File: src/rtl/uart_mem_loader_pkg.sv
// uart_mem_loader_pkg: command/response byte codes and FSM state encoding
// shared by the UART memory loader and its response serializer.
package uart_mem_loader_pkg;

  // Host command bytes (first byte of each packet)
  localparam logic [7:0] CMD_WRITE      = 8'h57; // 'W' addr[4] data[4]
  localparam logic [7:0] CMD_READ       = 8'h52; // 'R' addr[4]
  localparam logic [7:0] CMD_HOLD       = 8'h48; // 'H' hold CPU in reset
  localparam logic [7:0] CMD_GO         = 8'h47; // 'G' release CPU
  localparam logic [7:0] CMD_WRITE_NEXT = 8'h77; // 'w' data[4] at last_addr+4

  // Response bytes
  localparam logic [7:0] RSP_OK      = 8'h4B; // 'K'
  localparam logic [7:0] RSP_ERR     = 8'h3F; // '?'
  localparam logic [7:0] RSP_TIMEOUT = 8'h54; // 'T'

  typedef enum logic [2:0] {
    ST_IDLE,
    ST_ADDR,
    ST_DATA,
    ST_BUS,
    ST_RESP
  } state_t;

endpackage

File: src/rtl/uart_mem_loader_txser.sv
// uart_mem_loader_txser: serializes a 1..4 byte response, LSB first, onto a
// valid/ready byte port.
//   load/load_data/load_len : one-cycle request to start a new response
//   tx_valid/tx_data        : registered byte output, held until tx_ready
//   tx_ready                : downstream accepts on tx_valid && tx_ready
//   done                    : combinational, high on the last byte's handshake
module uart_mem_loader_txser (
  input  logic        clk,
  input  logic        rst,
  input  logic        load,
  input  logic [31:0] load_data,
  input  logic [2:0]  load_len,
  input  logic        tx_ready,
  output logic        tx_valid,
  output logic [7:0]  tx_data,
  output logic        done
);

  logic [23:0] rest;  // bytes still to send, next one in [7:0]
  logic [1:0]  left;  // bytes remaining after the one on tx_data

  assign done = tx_valid && tx_ready && (left == 2'd0);

  always_ff @(posedge clk or posedge rst) begin
    if (rst) begin
      tx_valid <= 1'b0;
      tx_data  <= 8'h00;
      rest     <= 24'h0;
      left     <= 2'd0;
    end else if (load) begin
      tx_valid <= 1'b1;
      tx_data  <= load_data[7:0];
      rest     <= load_data[31:8];
      left     <= 2'(load_len - 3'd1);
    end else if (tx_valid && tx_ready) begin
      if (left == 2'd0) begin
        tx_valid <= 1'b0;
      end else begin
        tx_data <= rest[7:0];
        rest    <= {8'h00, rest[23:8]};
        left    <= left - 2'd1;
      end
    end
  end

endmodule

File: src/rtl/uart_mem_loader.sv
// uart_mem_loader: turns host command packets from a UART byte stream into
// single native-bus transactions and returns response bytes to a UART TX.
// Also owns the CPU hold line used while firmware is loaded.
//   clk, rst               : clock, asynchronous active-high reset
//   rx_valid/rx_data       : received byte strobe
//   tx_valid/tx_data/
//   tx_ready               : response byte stream
//   mem_valid/mem_addr/
//   mem_wdata/mem_wstrb/
//   mem_ready/mem_rdata    : bus initiator port (wstrb F = write, 0 = read)
//   cpu_hold               : high keeps the CPU in reset
//   overrun                : sticky, a byte arrived while busy and was dropped
// Build option: define LOADER_AUTOINC_EN to add the 'w' (write to
// last_addr+4) command; otherwise 0x77 is answered with '?'.
module uart_mem_loader
  import uart_mem_loader_pkg::*;
#(
  parameter int unsigned TIMEOUT       = 1024,
  parameter bit          HOLD_AT_RESET = 1'b1
) (
  input  logic        clk,
  input  logic        rst,
  input  logic        rx_valid,
  input  logic [7:0]  rx_data,
  output logic        tx_valid,
  output logic [7:0]  tx_data,
  input  logic        tx_ready,
  output logic        mem_valid,
  output logic [31:0] mem_addr,
  output logic [31:0] mem_wdata,
  output logic [3:0]  mem_wstrb,
  input  logic        mem_ready,
  input  logic [31:0] mem_rdata,
  output logic        cpu_hold,
  output logic        overrun
);

  localparam logic [15:0] TMO_LAST = 16'(TIMEOUT - 1);

  state_t      state;
  logic [1:0]  cnt;
  logic [7:0]  cmd;
  logic [31:0] addr_sh;
  logic [31:0] data_sh;
  logic [15:0] tmo_cnt;
  logic        resp_load;
  logic [31:0] resp_data;
  logic [2:0]  resp_len;
  logic        resp_done;
  logic [31:0] addr_nxt;
  logic [31:0] data_nxt;
`ifdef LOADER_AUTOINC_EN
  logic [31:0] last_addr;
`endif

  // Little-endian fields: each new byte enters at the top, so after four
  // bytes the first one received sits in [7:0].
  assign addr_nxt = {rx_data, addr_sh[31:8]};
  assign data_nxt = {rx_data, data_sh[31:8]};

  always_ff @(posedge clk or posedge rst) begin
    if (rst) begin
      state     <= ST_IDLE;
      cnt       <= 2'd0;
      cmd       <= 8'h00;
      addr_sh   <= 32'h0;
      data_sh   <= 32'h0;
      tmo_cnt   <= 16'h0;
      mem_valid <= 1'b0;
      mem_addr  <= 32'h0;
      mem_wdata <= 32'h0;
      mem_wstrb <= 4'h0;
      resp_load <= 1'b0;
      resp_data <= 32'h0;
      resp_len  <= 3'd1;
      cpu_hold  <= HOLD_AT_RESET;
      overrun   <= 1'b0;
`ifdef LOADER_AUTOINC_EN
      last_addr <= 32'h0;
`endif
    end else begin
      resp_load <= 1'b0;
      // The host must wait for the response; anything sent meanwhile is lost.
      if (rx_valid && (state == ST_BUS || state == ST_RESP)) overrun <= 1'b1;

      case (state)
        ST_IDLE: if (rx_valid) begin
          cmd <= rx_data;
          cnt <= 2'd0;
          case (rx_data)
            CMD_WRITE, CMD_READ: state <= ST_ADDR;
            CMD_HOLD, CMD_GO: begin
              cpu_hold  <= (rx_data == CMD_HOLD);
              state     <= ST_RESP;
              resp_load <= 1'b1;
              resp_data <= {24'h0, RSP_OK};
              resp_len  <= 3'd1;
            end
`ifdef LOADER_AUTOINC_EN
            CMD_WRITE_NEXT: state <= ST_DATA;
`endif
            default: begin
              state     <= ST_RESP;
              resp_load <= 1'b1;
              resp_data <= {24'h0, RSP_ERR};
              resp_len  <= 3'd1;
            end
          endcase
        end

        ST_ADDR: if (rx_valid) begin
          addr_sh <= addr_nxt;
          cnt     <= cnt + 2'd1;  // wraps to 0 for the DATA phase
          if (cnt == 2'd3) begin
            if (cmd == CMD_WRITE) begin
              state <= ST_DATA;
            end else begin
              state     <= ST_BUS;
              mem_valid <= 1'b1;
              mem_addr  <= {addr_nxt[31:2], 2'b00};
              mem_wstrb <= 4'h0;
              tmo_cnt   <= 16'h0;
`ifdef LOADER_AUTOINC_EN
              last_addr <= {addr_nxt[31:2], 2'b00};
`endif
            end
          end
        end

        ST_DATA: if (rx_valid) begin
          data_sh <= data_nxt;
          cnt     <= cnt + 2'd1;
          if (cnt == 2'd3) begin
            state     <= ST_BUS;
            mem_valid <= 1'b1;
            mem_wdata <= data_nxt;
            mem_wstrb <= 4'hF;
            tmo_cnt   <= 16'h0;
`ifdef LOADER_AUTOINC_EN
            if (cmd == CMD_WRITE_NEXT) begin
              mem_addr  <= last_addr + 32'd4;  // natural 32-bit wrap
              last_addr <= last_addr + 32'd4;
            end else begin
              mem_addr  <= {addr_sh[31:2], 2'b00};
              last_addr <= {addr_sh[31:2], 2'b00};
            end
`else
            mem_addr  <= {addr_sh[31:2], 2'b00};
`endif
          end
        end

        ST_BUS: begin
          // mem_ready wins over an expiring timeout on the same cycle.
          if (mem_ready) begin
            mem_valid <= 1'b0;
            state     <= ST_RESP;
            resp_load <= 1'b1;
            if (mem_wstrb == 4'h0) begin
              resp_data <= mem_rdata;
              resp_len  <= 3'd4;
            end else begin
              resp_data <= {24'h0, RSP_OK};
              resp_len  <= 3'd1;
            end
          end else if (tmo_cnt == TMO_LAST) begin
            mem_valid <= 1'b0;
            state     <= ST_RESP;
            resp_load <= 1'b1;
            resp_data <= {24'h0, RSP_TIMEOUT};
            resp_len  <= 3'd1;
          end else begin
            tmo_cnt <= tmo_cnt + 16'd1;
          end
        end

        // Still RESP on the last handshake, so a byte arriving then is dropped.
        ST_RESP: if (resp_done) state <= ST_IDLE;

        default: state <= ST_IDLE;
      endcase
    end
  end

  uart_mem_loader_txser u_txser (
    .clk       (clk),
    .rst       (rst),
    .load      (resp_load),
    .load_data (resp_data),
    .load_len  (resp_len),
    .tx_ready  (tx_ready),
    .tx_valid  (tx_valid),
    .tx_data   (tx_data),
    .done      (resp_done)
  );

endmodule

File: config.mk
export PLATFORM = sky130hd
export DESIGN_NAME = uart_mem_loader
export DESIGN_NICKNAME = d
export VERILOG_FILES = /design/src/rtl/uart_mem_loader_pkg.sv /design/src/rtl/uart_mem_loader_txser.sv /design/src/rtl/uart_mem_loader.sv
export SDC_FILE = /design/constraint.sdc
export NUM_CORES = 1
export LEC_CHECK = 0
export ABC_AREA = 1
export CAP_MARGIN = 10
export CORE_MARGIN = 8
export CORE_UTILIZATION = 40
export CTS_CLUSTER_SIZE = 8
export DETAILED_ROUTE_END_ITERATION = 12
export PLACE_DENSITY = 0.6
export SETUP_SLACK_MARGIN = 0.05
export SYNTH_ARGS = -nofsm -noshare
export SYNTH_HDL_FRONTEND = slang
export SYNTH_SLANG_ARGS = --single-unit
File: constraint.sdc
create_clock -name clk -period 15.35 [get_ports clk]
set_input_delay 3.8375 -clock clk [delete_from_list [all_inputs] [get_ports clk]]
set_output_delay 3.8375 -clock clk [all_outputs]
set_load 0.05 [all_outputs]
After elaboration in Yosys (flattened, before gate mapping)
Index checks and enable logic that the tools add are counted.

$add $sub $neg: 4. Multiply operators: 0. Divide/modulo/power cells: 0. Order comparisons: 0. Equality and inequality tests: 24. Shifts and indexed selects: 0. Muxes and demuxes: 71. Bitwise operators: 0. Reduce and logical (&&, ||, !) cells: 29.

Operator list (number): $mux W32 (9); $pmux W32 S2 (3); $mux W16 (7); $mux W24 (3); $pmux W16 S3 (1); $eq A8 B7 Y1 const B (5); $mux W3 (9); $mux W8 (3); $ne A2 B2 Y1 const B (11); $mux W4 (5); $mux W2 (9); $add A16 B1 Y16 const B (1); $eq A16 B10 Y1 const B (1); $mux W1 (16); $pmux W3 S5 (1); $reduce_and A7 Y1 (2); $reduce_and A2 Y1 (5); $reduce_bool A2 Y1 (5); $reduce_and A3 Y1 (3); $pmux W2 S2 (2); $pmux W4 S2 (1); $reduce_and A8 Y1 (1); $eq A3 B2 Y1 const B (2); $reduce_and A6 Y1 (1); 17 further kinds (22).

Bits in registers: 234. Latch bits: 0. RAM bits: 0. ROM bits: 0. Input port bits: 45. Output and inout port bits: 80. Logic and storage cells: 147. Memories kept: 0.

Logic depth before layout (Yosys ltp)
Gate-level depths: netlist (run 1).

Depth in word-level cells: 5. Depth in mapped cells: 11. Gate-level depth less buffers: 10.

Cells and area by module
From an unflattened synthesis (run 1), not the netlist that was laid out.

Cells, all modules: 1202. Area total of the unflattened synthesis: 9698.1 µm².

Modules (own cells, without submodules): uart_mem_loader (times used 1, cells an instance 975, area an instance 7988.9 µm², sequential area each 4606.9 µm²); uart_mem_loader_txser (times used 1, cells an instance 227, area an instance 1709.1 µm², sequential area each 875.8 µm²).

Worst setup path before layout (run 1)
OpenSTA, ideal clock, no wires.

Path kind: input to register. From: input port rx_valid. To: register resp_data[2]. Setup time: 0.118 ns. Arrival: 4.779 ns. Required time: 15.232 ns. Slack: 10.453 ns. Stages on the path: 10. Path buffers: 1. Cell sequence: inv_1 nor2_1 inv_1 nor2_4 nand2_1 nand2_1 nand2_2 buf_4 nand2_1 nand2_1.

Longest elaborated chain between the ends: 2.

Ends and longest elaborated chain: start: declaration (RTL line uart_mem_loader.sv:23) `input logic rx_valid,`; $ne A2 B2 Y1 (no line); $reduce_and A4 Y1 (no line); end signal: assignment (RTL line uart_mem_loader.sv:96) `resp_data <= {24'h0, RSP_OK};`; end signal: assignment (RTL line uart_mem_loader.sv:105) `resp_data <= {24'h0, RSP_ERR};`; end signal: assignment (RTL line uart_mem_loader.sv:160) `resp_data <= mem_rdata;`; end: declaration (RTL line uart_mem_loader.sv:47) `logic [31:0] resp_data;`.

No other way between the ends. A chain may end at the register's enable or synchronous reset.

==> run metrics, run 1 <==
share of layout cells above drive strength 1=5.63%; CTS Buf Count=31; Setup Fix Bufs, Post-CTS=0; Post-Syn Area=9520 sq um; GRT Overall Usage=15.7%; initial cell density of the core=40.7%; Initial DRT Pass Iterations=5; status=finished, final reports clean; Reg clk slew, reported paths=0.06 ns; TritonCTS Sinks=218; Synth-to-Final Area Change=24.0%; final setup skew=0.0166 ns; Post-Syn Area per Cell=8.31 sq um; Final Hold Fails=0; DIE WIDTH=170 um; hold path cells=2; DP Wirelength=15.2 mm; top cells by count, synth=nand2_1, dfrtp_1, o21ai_0; first-pass GRT wire length=37.7 mm; die area=29000 sq um; Hold WC Path Type=flip-flop to flip-flop; Max-slew headroom=33.8%; DR iter-0 viols=515; # H-tree levels=1; min Tclk post-route=5.78 ns; Cells after Synth=1146; Gates resized, CTS repair=0; largest cells by area after synthesis=dfrtp_1, nand2_1, o21ai_0; Slew Limit Fails=0; actual slew at the worst max-slew pin=0.993 ns; Placeable Area=23400 sq um; slack of the critical path=9.57 ns; Unique masters post-synth=34; number of flops mapped to enable cells by yosys=0; number of antenna diodes=0; CP max-delay cell=clkdlybuf4s50_1; crit-path max FO=9; clock latency on the worst-skew pair=0.54 ns; area leader, netlist=dfrtp_1; Lkg Pwr=5.73 nW; # rows=56; top-area cell type share of the netlist area=56.8%; Routed Antenna Nets=0; Hold Crit Start=mem_addr[5]; Die Y=170 um; DR vias=7536; fmax=173 MHz; sequential cell area fraction in the yosys report=57.3%; Routed WL per cell=14.2 um; Reg2Reg Setup Slack=12.41 ns; FF-to-FF Start=state[2]; CP Class=flip-flop to primary output; crit path capture type=primary output; count leader, synth=nand2_1; yosys warns=0; final setup vio count=0; worst endpoint required time=11.51 ns; placed cells=1538; Vias/cell=4.72; Pwr Total=2.24 mW; Total Neg Setup Slack=0 ns; crit path DAT=1.94 ns; main flop type after synthesis=dfrtp_1; CTS tree=yes; peak supply drop=0.109 mV; DRT Wirelength=22.6 mm; largest net degree at the start of global routing=148; Placer Congestion=0.832; hold path endpoint=mem_addr[5]; Tcrit/Tclk final=37.7%; Yosys reg bits=218; worst path bufs/invs=1; R2R cell count=8; delay of the slowest critical-path stage=0.88 ns; async set or reset register ratio after synthesis=100%; max_cap viols=0; via count of the first global-routing pass=7395; root buffer cell=clkbuf_16; total I/O pin count=125; Pwr per Cell Area=189 nW/um^2; DRC=0; Cell Count, Final, Fillers Out=1597; Final nets=1300; Worst Setup Start Kind=flip-flop; critical path's top delay family=buffers and inverters; pre-CTS WS=8.97 ns; RSZ-0062 raised after global routing=no; grt total ovfl=0; Clock Tree Buf Depth=3; antenna violations before repair=0; Post-CTS Hold Buffers=0; Core Util, Final=50.5%; CP Cell Sequence=clkdlybuf4s50_1; R2R Path End=data_sh[15]; IO Port Bufs=122
-- cell usage in the layout, fill, tap and decap left out, types with 2 or more instances in the layout --
cell type / synthesis / layout
nand2_1: 483 / 482
dfrtp_1: 216 / 216
clkdlybuf4s50_1: 0 / 122
o21ai_0: 115 / 115
inv_1: 78 / 77
nor2_1: 72 / 72
clkbuf_16: 0 / 31
nand3_1: 29 / 29
clkbuf_1: 25 / 25
a31oi_1: 22 / 22
a21oi_1: 11 / 11
o21ai_1: 9 / 9
mux2_2: 8 / 8
nand2_2: 7 / 8
nand4_1: 7 / 7
inv_2: 6 / 6
o21bai_1: 4 / 4
nor2_4: 4 / 4
buf_4: 12 / 4
nand3b_1: 3 / 3
xnor2_1: 3 / 3
nor3_1: 2 / 2
ha_1: 2 / 2
conb_1: 1 / 2
dfstp_2: 2 / 2
-- worst max path at each step --
stage / start / to / cells past startpoint
after global routing: rst / data_sh[15] / 3
final: mem_wstrb[2] / mem_wstrb[0] / 1
after floorplan: rst / addr_sh[10] / 1
after detailed placement: tx_ready / u_txser.rest[15] / 7
after global placement: tx_ready / u_txser.rest[15] / 7
after CTS: tx_ready / u_txser.rest[15] / 7
-- cell type report --
class,count,area [sq um]
inverter,84,323
multi-input combinational,791,3460
sequential,218,5460
timing repair buffer,127,1280
clock buffer,56,870
tap,319,399
fill,2298,11600
clock inverter,2,16.3
-- layer usage --
| metal | up-vias | track usage [%] | wire length (um) |
|---|---|---|---|
| met5 | - | 0 | 0 |
| met4 | 0 | 3.66 | 322 |
| met3 | 24 | 3.29 | 1390 |
| met2 | 158 | 23.7 | 9810 |
| met1 | 3525 | 22.8 | 11100 |
| li1 | 3829 | - | - |
-- power by group --
group	internal [mW]	switching, mW
clock network	0.377	0.243
registers	0.750	0.103
logic	0.244	0.520
-- metrics by stage --
step / hold slack, ns / instance area [sq um]
finish: 0.466 / 11800
global route: 0.480 / 11800
global placement: 0.455 / 10900
CTS: 0.471 / 11800
detailed placement: 0.457 / 10900
floorplan: 0.437 / 9530
-- logic make-up after synthesis --
logic type	count (synthesis)	synth area share [%]
flops	218	57.3
xor+xnor	3	0.276
fa+ha+maj	2	0.263
buf+inv	138	6.37
simple gates	612	25.7
compound gates	164	9.08
other cells	1	0.0394
mux	8	0.946
-- sequential cells by signal (all words and copies together) (netlist names), 2 cells and up --
register,cells
cnt,2
resp_data,32
mem_wdata,32
state,3
u_txser.left,2
addr_sh,30
cmd,8
u_txser.tx_data,8
u_txser.rest,24
mem_addr,30
data_sh,24
tmo_cnt,16
No activity file was read; power rests on OpenSTA's default activity.
==> inputs of run 2 (changes only) <==
==> constraint.sdc (replaced) <==
create_clock -name clk -period 6.03 [get_ports clk]
set_input_delay 1.5075 -clock clk [delete_from_list [all_inputs] [get_ports clk]]
set_output_delay 1.5075 -clock clk [all_outputs]
set_load 0.05 [all_outputs]
==> run 2 against run 1 <==
Against the previous run: die area did not move; non-clock buffer count rose by 1; critical endpoint unchanged; final cell count shrank 0.56%; routed wire length fell by 0.15%; highest routed layer unchanged.
==> run metrics, run 2 (synthesis results as in run 1) <==
status=finished, final reports clean; Initial DRT Pass Iterations=7; largest net degree at the start of global routing=91; Pwr per Cell Area=479 nW/um^2; total I/O pin count=125; Synth-to-Final Area Change=23.9%; biggest regs=mem_wdata x32, resp_data x32; Cell Count, Final, Fillers Out=1588; Routed WL per cell=14.2 um; placed cells=1539; first-pass GRT wire length=37.1 mm; die area=29000 sq um; Reg clk slew, reported paths=0.05 ns; worst path bufs/invs=1; CP Class=flip-flop to primary output; via count of the first global-routing pass=7113; min Tclk post-route=3.45 ns; clock network power share=27.1%; post-route cell area=11800 sq um; # rows=56; DRT Wirelength=22.6 mm; Hold Slack=0.467 ns; CTS Buf Count=31; actual slew at the worst max-slew pin=1.00 ns; number of antenna diodes=0; switching share of total power=38.7%; Post-CTS Hold Buffers=0; Final nets=1301; DRC=0; Tcrit/Tclk final=57.2%; most common cell after layout, fill and taps aside=nand2_1; crit path capture type=primary output; Max-slew headroom=33.1%; CTS tree=yes; Placer Congestion=0.851; peak supply drop=0.241 mV; IO Port Bufs=122; clock latency on the worst-skew pair=0.54 ns; root buffer cell=clkbuf_16; Slew Limit Fails=0; RSZ-0062 raised after global routing=no; final setup vio count=0; most frequent cells in the layout=nand2_1, dfrtp_1, clkdlybuf4s50_1, o21ai_0, inv_1; P_int=3.46 mW; max_cap viols=0; worst endpoint required time=4.52 ns; Worst Setup Start Kind=flip-flop; final setup skew=0.0181 ns; Vias/cell=4.74; Die Y=170 um; fmax=290 MHz; share of layout cells above drive strength 1=5.75%; Clock Tree Buf Depth=3; placed inst area=10900 sq um; crit-path max FO=9; delay of the slowest critical-path stage=0.88 ns; # H-tree levels=1; Comb power frac=34.4%; antenna violations before repair=0; Routed Antenna Nets=0; Setup Fix Bufs, Post-CTS=0; crit path DAT=1.94 ns; Lkg Pwr=5.72 nW; grt total ovfl=0; DR iter-0 viols=550; critical path's top delay family=buffers and inverters; Hold WC Path Type=flip-flop to flip-flop; initial cell density of the core=40.7%; DIE WIDTH=170 um; CP max-delay cell=clkdlybuf4s50_1; Gates resized, CTS repair=0; DR vias=7532; GRT Overall Usage=15.5%; Final Hold Fails=0; Placeable Area=23400 sq um; Total Neg Setup Slack=0 ns; sequential share of power=38.5%; TritonCTS Sinks=218; CP Cell Sequence=clkdlybuf4s50_1; switching pwr=2.19 mW; DP Wirelength=15.2 mm; Pwr Total=5.65 mW
-- run 2: final cells by class --
class	count	area [sq um]
repair buffers	128	1310
multi-input cells	791	3460
well taps	319	399
fillers	2309	11600
flip-flops and latches	218	5460
inverters	84	319
clock buffers	46	832
clock inverters	2	16.3
-- run 2: final timing paths --
path	cells after the start	start	end	slack (ns)
worst max-delay path	1	mem_wstrb[2]	mem_wstrb[0]	2.58
worst min-delay path	2	mem_addr[11]	mem_addr[11]	0.47
worst max register to register	8	state[2]	data_sh[10]	3.12
worst min register to register	2	mem_addr[11]	mem_addr[11]	0.47
max in group asynchronous	3	rst	cpu_hold	3.49
min in group asynchronous	2	rst	mem_addr[19]	1.54
-- run 2: power groups by stage --
stage | Clock, mW | Sequential [mW] | Combinational (mW)
after detailed placement | 0 | 2.19 | 1.95
after floorplan | 0 | 2.59 | 0.971
after global routing | 1.63 | 2.23 | 2.16
after global placement | 0 | 2.18 | 1.92
after CTS | 1.57 | 2.17 | 1.95
final | 1.53 | 2.17 | 1.94
-- run 2: worst min-delay path: cells and delay by family, from the launching register on --
family           cells  cell delay, ns
flip-flops           1            0.34
AND/OR/NAND/NOR      2            0.09
-- run 2: metrics by stage --
stage	setup WS (ns)	utilization, %
3_5_place_dp	2.04	46.7
3_3_place_gp	2.11	46.7
2_1_floorplan	1.68	-
6_report	2.58	50.4
5_1_grt	2.51	50.4
4_1_cts	2.56	50.3
-- run 2: layer usage --
layer  share of wire [%]  track usage (%)  vias to the layer above
li1                    -                -                     3815
met1                  49             22.8                     3522
met2                  44             23.2                      161
met3                 5.6             3.17                       34
met4                 1.7             3.55                        0
met5                   0                0                        -
